===== src/rtl/pipe_ctrl_pkg.sv =====
// Shared types and constants for the pipeline hazard/stall controller.
package pipe_ctrl_pkg;

  localparam int unsigned MDU_LAT_DEFAULT = 4;
  localparam int unsigned REG_W           = 5;

  localparam logic [REG_W-1:0] REG_ZERO = 5'd0;

  typedef logic [0:0] state_t;

  localparam state_t ST_RUN      = 1'b0;
  localparam state_t ST_MDU_WAIT = 1'b1;

endpackage


===== src/rtl/pipe_ctrl_perf.sv =====
// Stall and flush cycle counters; only instantiated when PIPE_CTRL_PERF_EN is defined.
module pipe_ctrl_perf (
  input  logic        clock,
  input  logic        reset,
  input  logic        stall,
  input  logic        flush,
  output logic [31:0] stall_cycles,
  output logic [31:0] flush_cycles
);

  // Free-running counters, wrap naturally at 2^32.
  always_ff @(posedge clock) begin
    if (reset) begin
      stall_cycles <= 32'd0;
      flush_cycles <= 32'd0;
    end else begin
      if (stall) stall_cycles <= stall_cycles + 32'd1;
      if (flush) flush_cycles <= flush_cycles + 32'd1;
    end
  end

endmodule


===== src/rtl/pipe_ctrl.sv =====
// Pipeline hazard controller: load-use stall, branch flush, MDU wait and memory freeze.
// Optional stall/flush performance counters are enabled by defining PIPE_CTRL_PERF_EN.
module pipe_ctrl
  import pipe_ctrl_pkg::*;
#(
  parameter int unsigned MDU_LAT = MDU_LAT_DEFAULT,
  parameter int unsigned CNT_W   = 4
) (
  input  logic             clock,
  input  logic             reset,
  input  logic [REG_W-1:0] id_rs,
  input  logic [REG_W-1:0] id_rt,
  input  logic [REG_W-1:0] ex_rt,
  input  logic             ex_mem_read,
  input  logic             branch_taken,
  input  logic             mdu_start,
  input  logic             mem_busy,
  output logic             pc_load,
  output logic             ifid_load,
  output logic             idex_load,
  output logic             ifid_flush,
  output logic             idex_flush,
  output logic             mdu_busy
`ifdef PIPE_CTRL_PERF_EN
  ,
  output logic [31:0]      stall_cycles,
  output logic [31:0]      flush_cycles
`endif
);

  if ((MDU_LAT < 1) || (MDU_LAT > 15) || ((MDU_LAT - 1) >= (1 << CNT_W))) begin : g_bad_lat
    $error("pipe_ctrl: MDU_LAT out of range for CNT_W");
  end

  state_t           state;
  state_t           state_nxt;
  logic [CNT_W-1:0] cnt;
  logic [CNT_W-1:0] cnt_nxt;
  logic             load_use;
  logic             freeze;

  always_ff @(posedge clock) begin
    if (reset) begin
      state <= ST_RUN;
      cnt   <= '0;
    end else begin
      state <= state_nxt;
      cnt   <= cnt_nxt;
    end
  end

  // Hazard decode, next-state and output selection; reset forces all outputs low.
  always_comb begin
    state_nxt  = state;
    cnt_nxt    = cnt;
    pc_load    = 1'b0;
    ifid_load  = 1'b0;
    idex_load  = 1'b0;
    ifid_flush = 1'b0;
    idex_flush = 1'b0;
    mdu_busy   = 1'b0;

    load_use = ex_mem_read && (ex_rt != REG_ZERO) &&
               ((ex_rt == id_rs) || (ex_rt == id_rt));
    freeze   = mem_busy || (state == ST_MDU_WAIT);

    if (!reset) begin
      mdu_busy = (state == ST_MDU_WAIT);
      if (freeze) begin
        // The MDU countdown only advances while memory is ready.
        if ((state == ST_MDU_WAIT) && !mem_busy) begin
          if (cnt == '0) begin
            state_nxt = ST_RUN;
          end else begin
            cnt_nxt = cnt - CNT_W'(1);
          end
        end
      end else if (load_use) begin
        idex_load  = 1'b1;
        idex_flush = 1'b1;
      end else begin
        pc_load    = 1'b1;
        ifid_load  = 1'b1;
        idex_load  = 1'b1;
        ifid_flush = branch_taken;
        if (mdu_start) begin
          state_nxt = ST_MDU_WAIT;
          cnt_nxt   = CNT_W'(MDU_LAT - 1);
        end
      end
    end
  end

`ifdef PIPE_CTRL_PERF_EN
  pipe_ctrl_perf u_perf (
    .clock        (clock),
    .reset        (reset),
    .stall        (!pc_load),
    .flush        (ifid_flush || idex_flush),
    .stall_cycles (stall_cycles),
    .flush_cycles (flush_cycles)
  );
`endif

endmodule


===== config.mk =====
export PLATFORM = sky130hd
export DESIGN_NAME = pipe_ctrl
export DESIGN_NICKNAME = d
export VERILOG_FILES = /design/src/rtl/pipe_ctrl_pkg.sv /design/src/rtl/pipe_ctrl_perf.sv /design/src/rtl/pipe_ctrl.sv
export SDC_FILE = /design/constraint.sdc
export NUM_CORES = 1
export LEC_CHECK = 0
export CORE_AREA = 2 2 39 41
export CTS_BUF_LIST = sky130_fd_sc_hd__clkbuf_8
export DETAILED_ROUTE_END_ITERATION = 10
export DIE_AREA = 0 0 41 43
export PLACE_DENSITY = 0.78
export SLEW_MARGIN = 10
export SYNTH_ARGS = -nofsm -noshare
export SYNTH_HDL_FRONTEND = slang
export SYNTH_SLANG_ARGS = --single-unit

===== constraint.sdc =====
create_clock -name clock -period 5.3 [get_ports clock]
set_input_delay 1.06 -clock clock [delete_from_list [all_inputs] [get_ports clock]]
set_output_delay 1.06 -clock clock [all_outputs]
set_load 0.01 [all_outputs]

==> impl_metrics.ini, run 1 <==
[run_status]
status = finished clean

[yosys]
synth.avg_cell_area_um2 = 8.349
synthAdderAreaFrac_pct = 5.168
synth_compound_area_share_pct = 28.17
synth_top_family_by_area = compound AO/OA/AOI/OAI gates
yosys.area_share.simple_pct = 20.16
synth_xor_area_share_pct = 18.09
ys_warn_count = 0
synth_area_um2 = 484.2
syn_nets = 81
yosysSeqAreaShare_pct = 20.67
synth_cell_type_count = 26
ys_async_sr_fraction_pct = 0
yosys.area.top_type = dfxtp_1
synth_edf_count = 0
synth_ff_type = dfxtp_1
synth_top_area_share_pct = 20.67
synthMuxAreaShare_pct = 0
ys_seq_elements = 5
synth.area.top_cells = dfxtp_1 21%, xnor2_1 18%, ha_1 5.2%
netlist_instances = 58

[setup_path]
crit_family = buffers and inverters
slowest_stage = or4_1
endpoint_kind = primary output
arrival_ns = 3.14
worst-path-buf-inv = 2
cp_slowest_stage_delay_ns = 0.55
timing.critical_path.mode_cell = clkdlybuf4s50_1
start_kind = primary input
path_cells = clkdlybuf4s50_1 > or4_1 > o21ai_2 > nand2b_1 > and2_1 > clkdlybuf4s50_1
cp_data_required_time_ns = 4.24
path_class = in -> out
path_max_fanout = 4

[timing]
finalCritPeriodShare_pct = 79.25
tns_ns = 0
fmax_mhz = 238.1
finalClockSkew_ns = 0.002782
finalHoldWorstSlack_ns = 0.4995
rsz0062_at_grt = false
tightest_slew_ns = 0.4414
setup_viol = 0
relSlewSlack_pct = 70.47
final_max_slew_viol_count = 0
min_period_ns = 4.200
finalHoldViolCount = 0

[layout]
syn_to_final_growth_pct = 63.31
layout-drive-gt1-share_pct = 9.302
num_antenna_cells = 0
nets = 110

[job]
max_cap_viol_count = 0

[pwr]
comb_power_share_pct = 32.7
ir_drop_v = 0.00006647
seq_power_share_pct = 25.5
power_switching_w = 0.00004604
leakage_nw = 0.2839
p_int_w = 0.0001226
clkPwrFrac_pct = 41.8
powerDensity_mw_per_mm2 = 213.3
switching_share_pct = 27.30

[global_route]
grt_pass1_vias = 515
grtUsageTotal_pct = 15.13
antenna_found_initial = 0
grt_pass1_wl_um = 1821
grt_max_degree = 8
gr-total-overflow = 0

[drt]
wl_met2_um = 595
vias_per_cell = 5.020
m1WireLength_um = 410
wire_per_inst_um = 10.75
drcViolationCount = 0
drtIter0Drc = 3
top_layer = met4
wirelength_um = 1097
num_vias = 512
wl_met3_um = 65
ant_nets = 0
firstDrtPassIters = 4

[clocking]
clock_path_buffers = 2
cts-root-buf = clkbuf_8
cts.hold.buffers_added = 0
h-tree-depth = 1
numCtsBuffers = 3
cts_tree = done
cts_resized = 0
cts_sinks = 5
clk_latency_ns = 0.23
post-cts-setup-buffers = 0
path_clk_slew_ns = 0.03

[floorplanning]
dieArea_mm2 = 0.001763
fp.dieH_um = 43
row_count = 14
fp.dieW_um = 41
num_io_pins = 27
initial_core_util_pct = 34.99
core_mm2 = 0.001384

[placement]
gp_congestion = 0.7056
dpl.hpwl_um = 956.9
portBuffers = 26

[min_path]
holdCritPathClass = reg -> reg
-- per-layer routing --
layer  track usage, %  vias up
met5                0        -
met4            12.00        0
met3            2.094        3
met2            25.94       21
met1            14.70      228
li1                 -      260
-- cell usage in the layout (no fill, tap or decap), drive strengths merged, types with 2 or more instances in the layout --
master and instances:
clkdlybuf4s50 26, xnor2 10, inv 6, dfxtp 5, a31oi 4, nor2 3, nand2 3, nor3 3
a21oi 3, o21a 3, clkbuf 3, o21ai 2, nand3 2, ha 2
-- cell type report --
type                    instances  area (um^2)
well taps                      16        20.02
multi-input cells              46        346.6
clock buffers                   3        41.29
repair buffers                 26        260.3
clock inverters                 1        3.754
fillers                       143        593.1
flip-flops and latches          5        100.1
inverters                       5        18.77
-- cell families after synthesis --
| family | Yosys count |
|---|---|
| and+or+nand+nor | 18 |
| AOI/OAI and AO/OA | 16 |
| xor gates and xnor gates | 10 |
| buffers and inverters | 7 |
| DFF | 5 |
| adders and majority gates | 2 |
-- final timing paths --
| kind | startpoint | slack [ns] | depth (start not counted) | to |
|---|---|---|---|---|
| setup / recovery | ex_rt[1] | 1.10 | 6 | pc_load |
| hold / removal | cnt[1] | 0.50 | 1 | cnt[1] |
| setup reg to reg | cnt[0] | 3.56 | 7 | cnt[1] |
| hold reg to reg | cnt[1] | 0.50 | 1 | cnt[1] |
-- sequential cells by signal, indices dropped and copies added (netlist names) --
signal,cells
cnt,4
state,1
-- stage by stage --
stage / cell area (um^2) / setup WS, ns / instances / util [%] / total power, W
after floorplan: 484.2 / 1.982 / 58 / - / 0.00007302
after global placement: 745.7 / 1.117 / 98 / 53.89 / 0.00009784
after detailed placement: 745.7 / 1.078 / 98 / 53.89 / 0.00009918
after CTS: 790.8 / 1.086 / 102 / 57.14 / 0.0001706
after global routing: 790.8 / 1.001 / 102 / 57.14 / 0.0001778
final: 790.8 / 1.100 / 102 / 57.14 / 0.0001686
-- power groups by stage --
| stage | combinational [W] | clock [W] | sequential [W] |
|---|---|---|---|
| after floorplan | 0.0000300 | 0 | 0.0000430 |
| after global placement | 0.0000544 | 0 | 0.0000434 |
| after detailed placement | 0.0000556 | 0 | 0.0000435 |
| after CTS | 0.0000558 | 0.0000719 | 0.0000430 |
| after global routing | 0.0000603 | 0.0000742 | 0.0000433 |
| final | 0.0000552 | 0.0000704 | 0.0000430 |
-- Yosys cell counts, drive strengths merged, types with 2 or more instances --
master / count
o21ai: 2
xnor2: 10
nand2: 3
nor3: 3
dfxtp: 5
ha: 2
a21oi: 3
inv: 5
o21a: 3
buf: 2
nor2: 3
nand3: 2
a31oi: 4
No activity file was read; power rests on OpenSTA's default activity.
==> run 2, diff against run 1 <==
CORE_AREA = 2 2 41 43   (was 2 2 39 41)
DIE_AREA = 0 0 43 45   (was 0 0 41 43)
PLACE_DENSITY = 0.75   (was 0.78)
clock period = 3.5 ns   (was 5.3 ns; I/O delays follow)
==> run 2 against run 1 <==
  * Die area rose by 9.8%
  * Largest cell class unchanged
  * Non-clock buffer count rose by 4
  * Critical path depth did not move
  * Clock skew rose by 0.00087 ns
  * Setup slack got worse by 0.97 ns
  * Clock-buffer cell count did not move
  * Via count rose by 4.1%
  * First-iteration DRC count did not move
  * Final cell count rose by 3.9%
  * Worst hold slack got worse by 0.011 ns
  * Wire length rose by 2.7%
  * Sequential power rose by 51%
==> impl_metrics.ini, run 2 (same netlist as run 1, synthesis figures left out) <==
[pwr]
powerDensity_mw_per_mm2 = 315.5
ir_drop_v = 0.0001363
leakage_nw = 0.3032

[floorplanning]
core_mm2 = 0.001471
initial_core_util_pct = 32.91
dieArea_mm2 = 0.001935
num_io_pins = 27
fp.dieH_um = 45
fp.dieW_um = 43
row_count = 14

[global_route]
grt_pass1_wl_um = 1876
grt_max_degree = 8
gr-total-overflow = 0
grtUsageTotal_pct = 13.11
antenna_found_initial = 0
grt_pass1_vias = 500

[setup_path]
endpoint_kind = primary output
path_class = in -> out
start_kind = primary input
arrival_ns = 2.67
path_max_fanout = 4
ff2ff_setup_slack_ns = 1.77
cp_data_required_time_ns = 2.80

[drt]
drcViolationCount = 0
num_vias = 533
vias_per_cell = 5.028
ant_nets = 0
firstDrtPassIters = 4
wire_per_inst_um = 10.63
wirelength_um = 1127
drtIter0Drc = 3

[timing]
tns_ns = 0
min_period_ns = 3.371
setup_slack_ns = 0.1292
finalClockSkew_ns = 0.003655
tightest_slew_ns = 0.3260
finalHoldViolCount = 0
finalCritPeriodShare_pct = 96.31
setup_viol = 0
fmax_mhz = 296.7
rsz0062_at_grt = false
relSlewSlack_pct = 78.10
final_max_slew_viol_count = 0

[clocking]
clock_path_buffers = 2
cts_tree = done
numCtsBuffers = 3
post-cts-setup-buffers = 0
path_clk_slew_ns = 0.03
cts_resized = 0
clk_latency_ns = 0.23
cts_sinks = 5
h-tree-depth = 1
cts-root-buf = clkbuf_8
cts.hold.buffers_added = 0

[layout]
stdcell_count = 106
mostFrequentLayoutCells = 26 x clkdlybuf4s50_1, 10 x xnor2_1, 6 x inv_1
largest_reg_flops = 4
regMostFlops = cnt
final_common_cell = clkdlybuf4s50_1
layout-drive-gt1-share_pct = 13.33
num_antenna_cells = 0
largest_registers = cnt (4), state (1)
nets = 114
syn_to_final_growth_pct = 69.51

[placement]
dp.cells = 102
dpl.hpwl_um = 993.3
gp_congestion = 0.7410
place_worst_setup_slack_ns = 0.1088
portBuffers = 26

[min_path]
holdCritPathClass = reg -> reg

[job]
max_cap_viol_count = 0

[run_status]
status = finished clean
## run 2: path summary, 6_finish.rpt
check	cells after the start	to	start
worst max-delay path	6	ifid_load	ex_rt[1]
worst min-delay path	1	cnt[1]	cnt[1]
worst max register to register	7	cnt[0]	cnt[0]
worst min register to register	1	cnt[1]	cnt[1]
## run 2: final cells by class
cell class | instances | area [um^2]
clock inverter | 1 | 3.754
clock buffer | 3 | 41.29
tap | 16 | 20.02
sequential | 5 | 100.1
multi-input combinational | 46 | 346.6
fill | 142 | 650.6
inverter | 5 | 18.77
timing repair buffer | 30 | 290.3
## run 2: routing by layer
metal / global-route usage (%) / vias to the layer above / part of all wire (%)
met2: 23.94 / 26 / 55
met4: 7.273 / 0 / 1.4
met1: 13.41 / 234 / 36
met3: 4.000 / 4 / 7.4
li1: - / 269 / -
met5: 0 / - / 0
## run 2: where the power goes
| part | switching (W) | internal [W] | total [W] |
|---|---|---|---|
| Combinational | 0.0000358 | 0.0000517 | 0.0000874 |
| Sequential | 0.00000341 | 0.0000617 | 0.0000651 |
| Clock | 0.0000310 | 0.0000754 | 0.000106 |
## run 2: critical path, stage by stage
cell             delay [ns]
clkdlybuf4s50_1        0.42
or4_1                  0.54
o21ai_2                0.14
nand2b_1               0.17
and2_1                 0.16
clkdlybuf4s50_1        0.54
## run 2: stage by stage
| stage | power (W) | util [%] | area, um^2 | hold slack, ns |
|---|---|---|---|---|
| after floorplan | 0.0001106 | - | 484.2 | 0.4635 |
| after global placement | 0.0001520 | 52.72 | 775.7 | 0.4790 |
| after detailed placement | 0.0001543 | 52.72 | 775.7 | 0.4835 |
| after CTS | 0.0002620 | 55.78 | 820.8 | 0.4909 |
| after global routing | 0.0002740 | 55.78 | 820.8 | 0.5193 |
| final | 0.0002590 | 55.78 | 820.8 | 0.4888 |
==> run 3, diff against run 2 <==
CORE_AREA = 2 2 39 41   (was 2 2 41 43)
DIE_AREA = 0 0 41 43   (was 0 0 43 45)
PLACE_DENSITY = 0.78   (was 0.75)
clock period = 3.2 ns   (was 3.5 ns; I/O delays follow)
==> run 3 against run 2 <==
  * Power rose by 9.2%
  * Core utilization rose by 4.8 points
  * Design area rose by 2.1%
  * Worst hold slack got worse by 0.0010 ns
  * Critical path depth rose by 1
  * Largest power group unchanged
  * Combinational power rose by 9.0%
  * Global-route usage rose by 0.30 points
  * Clock skew fell by 0.0018 ns
  * Non-clock buffer count rose by 3
  * Wire length fell by 9.7%
==> impl_metrics.ini, run 3 (same netlist as run 1, synthesis figures left out) <==
[timing]
finalHoldViolCount = 0
relSlewSlack_pct = 79.34
tns_ns = 0
setup_viol = 0
rsz0062_at_grt = false
min_period_ns = 2.971
finalClockSkew_ns = 0.001866
final_max_slew_viol_count = 0
fmax_mhz = 336.6
tightest_slew_ns = 0.3075
finalCritPeriodShare_pct = 92.83

[clocking]
clk_latency_ns = 0.23
h-tree-depth = 1
cts.hold.buffers_added = 0
cts-root-buf = clkbuf_8
clock_path_buffers = 2
numCtsBuffers = 3
cts_sinks = 5
path_clk_slew_ns = 0.03
cts_tree = done
post-cts-setup-buffers = 0
cts_resized = 4

[layout]
mostFrequentLayoutCells = 22 x clkdlybuf4s50_1, 10 x xnor2_1, 7 x buf_4
syn_to_final_growth_pct = 73.13
num-fill-cells = 127
num_antenna_cells = 0
largest_reg_flops = 4
final_common_cell = clkdlybuf4s50_1
nets = 117
utilization_pct = 60.58
largest_registers = cnt (4), state (1)
regMostFlops = cnt
layout-drive-gt1-share_pct = 16.13

[global_route]
grt_pass1_wl_um = 1600
grt_pass1_vias = 467
grtUsageTotal_pct = 13.41
grt_max_degree = 8
antenna_found_initial = 0
gr-total-overflow = 0

[min_path]
min-delay-start = cnt[1]
hold_end = cnt[1]
hold_depth = 1
holdCritPathClass = reg -> reg

[floorplanning]
fp.dieH_um = 43
dieArea_mm2 = 0.001763
num_io_pins = 27
row_count = 14
core_mm2 = 0.001384
fp.dieW_um = 41
initial_core_util_pct = 34.99

[placement]
portBuffers = 26
dpl.hpwl_um = 927.2
gp_congestion = 0.6323

[setup_path]
arrival_ns = 2.33
rr_worst_depth = 7
reg2reg_from = cnt[0]
cp_data_required_time_ns = 2.56
endpoint_kind = primary output
ff2ff_setup_slack_ns = 1.46
start_kind = primary input
r2r-end = cnt[3]
path_cells = clkdlybuf4s50_1 > or4_1 > o21ai_2 > nand2b_1 > buf_4 > nor3_1 > dlygate4sd2_1
path_max_fanout = 3
path_class = in -> out
slowest_stage = or4_1
cp_slowest_stage_delay_ns = 0.55

[drt]
num_vias = 514
firstDrtPassIters = 4
ant_nets = 0
drcViolationCount = 0
wirelength_um = 1018
vias_per_cell = 4.716
wire_per_inst_um = 9.339
drtIter0Drc = 4

[job]
max_cap_viol_count = 0

[pwr]
ir_drop_v = 0.0001330
leakage_nw = 0.3333
powerDensity_mw_per_mm2 = 337.5
power_w = 0.0002829

[run_status]
status = finished clean
==> run 3: worst max-delay path by stage <==
stage	cells past startpoint	start	to
floorplan	5	ex_rt[1]	pc_load
global placement	6	ex_rt[3]	ifid_flush
detailed placement	6	ex_rt[1]	ifid_flush
CTS	7	ex_rt[1]	idex_flush
global route	7	ex_rt[3]	idex_flush
finish	7	ex_rt[1]	idex_flush
==> run 3: power breakdown <==
group / leakage [nW] / internal (W) / switching, W
Clock: 0.0269 / 0.0000825 / 0.0000340
Sequential: 0.0410 / 0.0000675 / 0.00000363
Combinational: 0.265 / 0.0000569 / 0.0000384
==> run 3: critical path: cells and delay by family <==
kind                   cells  cell delay, ns
buffers and inverters      3            0.83
AO/OA/AOI/OAI              1            0.13
AND/OR/NAND/NOR            3            0.72
==> run 3: final cells by class <==
type,count,area (um^2),area share (%)
clock inverters,1,3.754,0.4478
multi-input cells,46,346.6,41.34
clock buffers,3,41.29,4.925
flip-flops and latches,5,100.1,11.94
inverters,5,18.77,2.239
repair buffers,33,307.8,36.72
well taps,16,20.02,2.388
==> run 3: metrics by stage <==
stage | hold WS (ns) | setup slack [ns] | instance area [um^2] | std cells
detailed placement | 0.4853 | -0.04253 | 798.3 | 105
global route | 0.5373 | 0.1346 | 838.3 | 109
CTS | 0.4932 | 0.2063 | 838.3 | 109
floorplan | 0.4635 | 0.7222 | 484.2 | 58
global placement | 0.4758 | -0.007820 | 798.3 | 105
finish | 0.4878 | 0.2293 | 838.3 | 109
==> run 3: per-layer routing <==
| layer | vias up | GRT usage [%] | share of wire [%] |
|---|---|---|---|
| met5 | - | 0 | 0 |
| met4 | 0 | 10.00 | 2.8 |
| met3 | 2 | 2.094 | 4.7 |
| met2 | 20 | 24.38 | 53 |
| met1 | 218 | 11.78 | 40 |
| li1 | 274 | - | - |
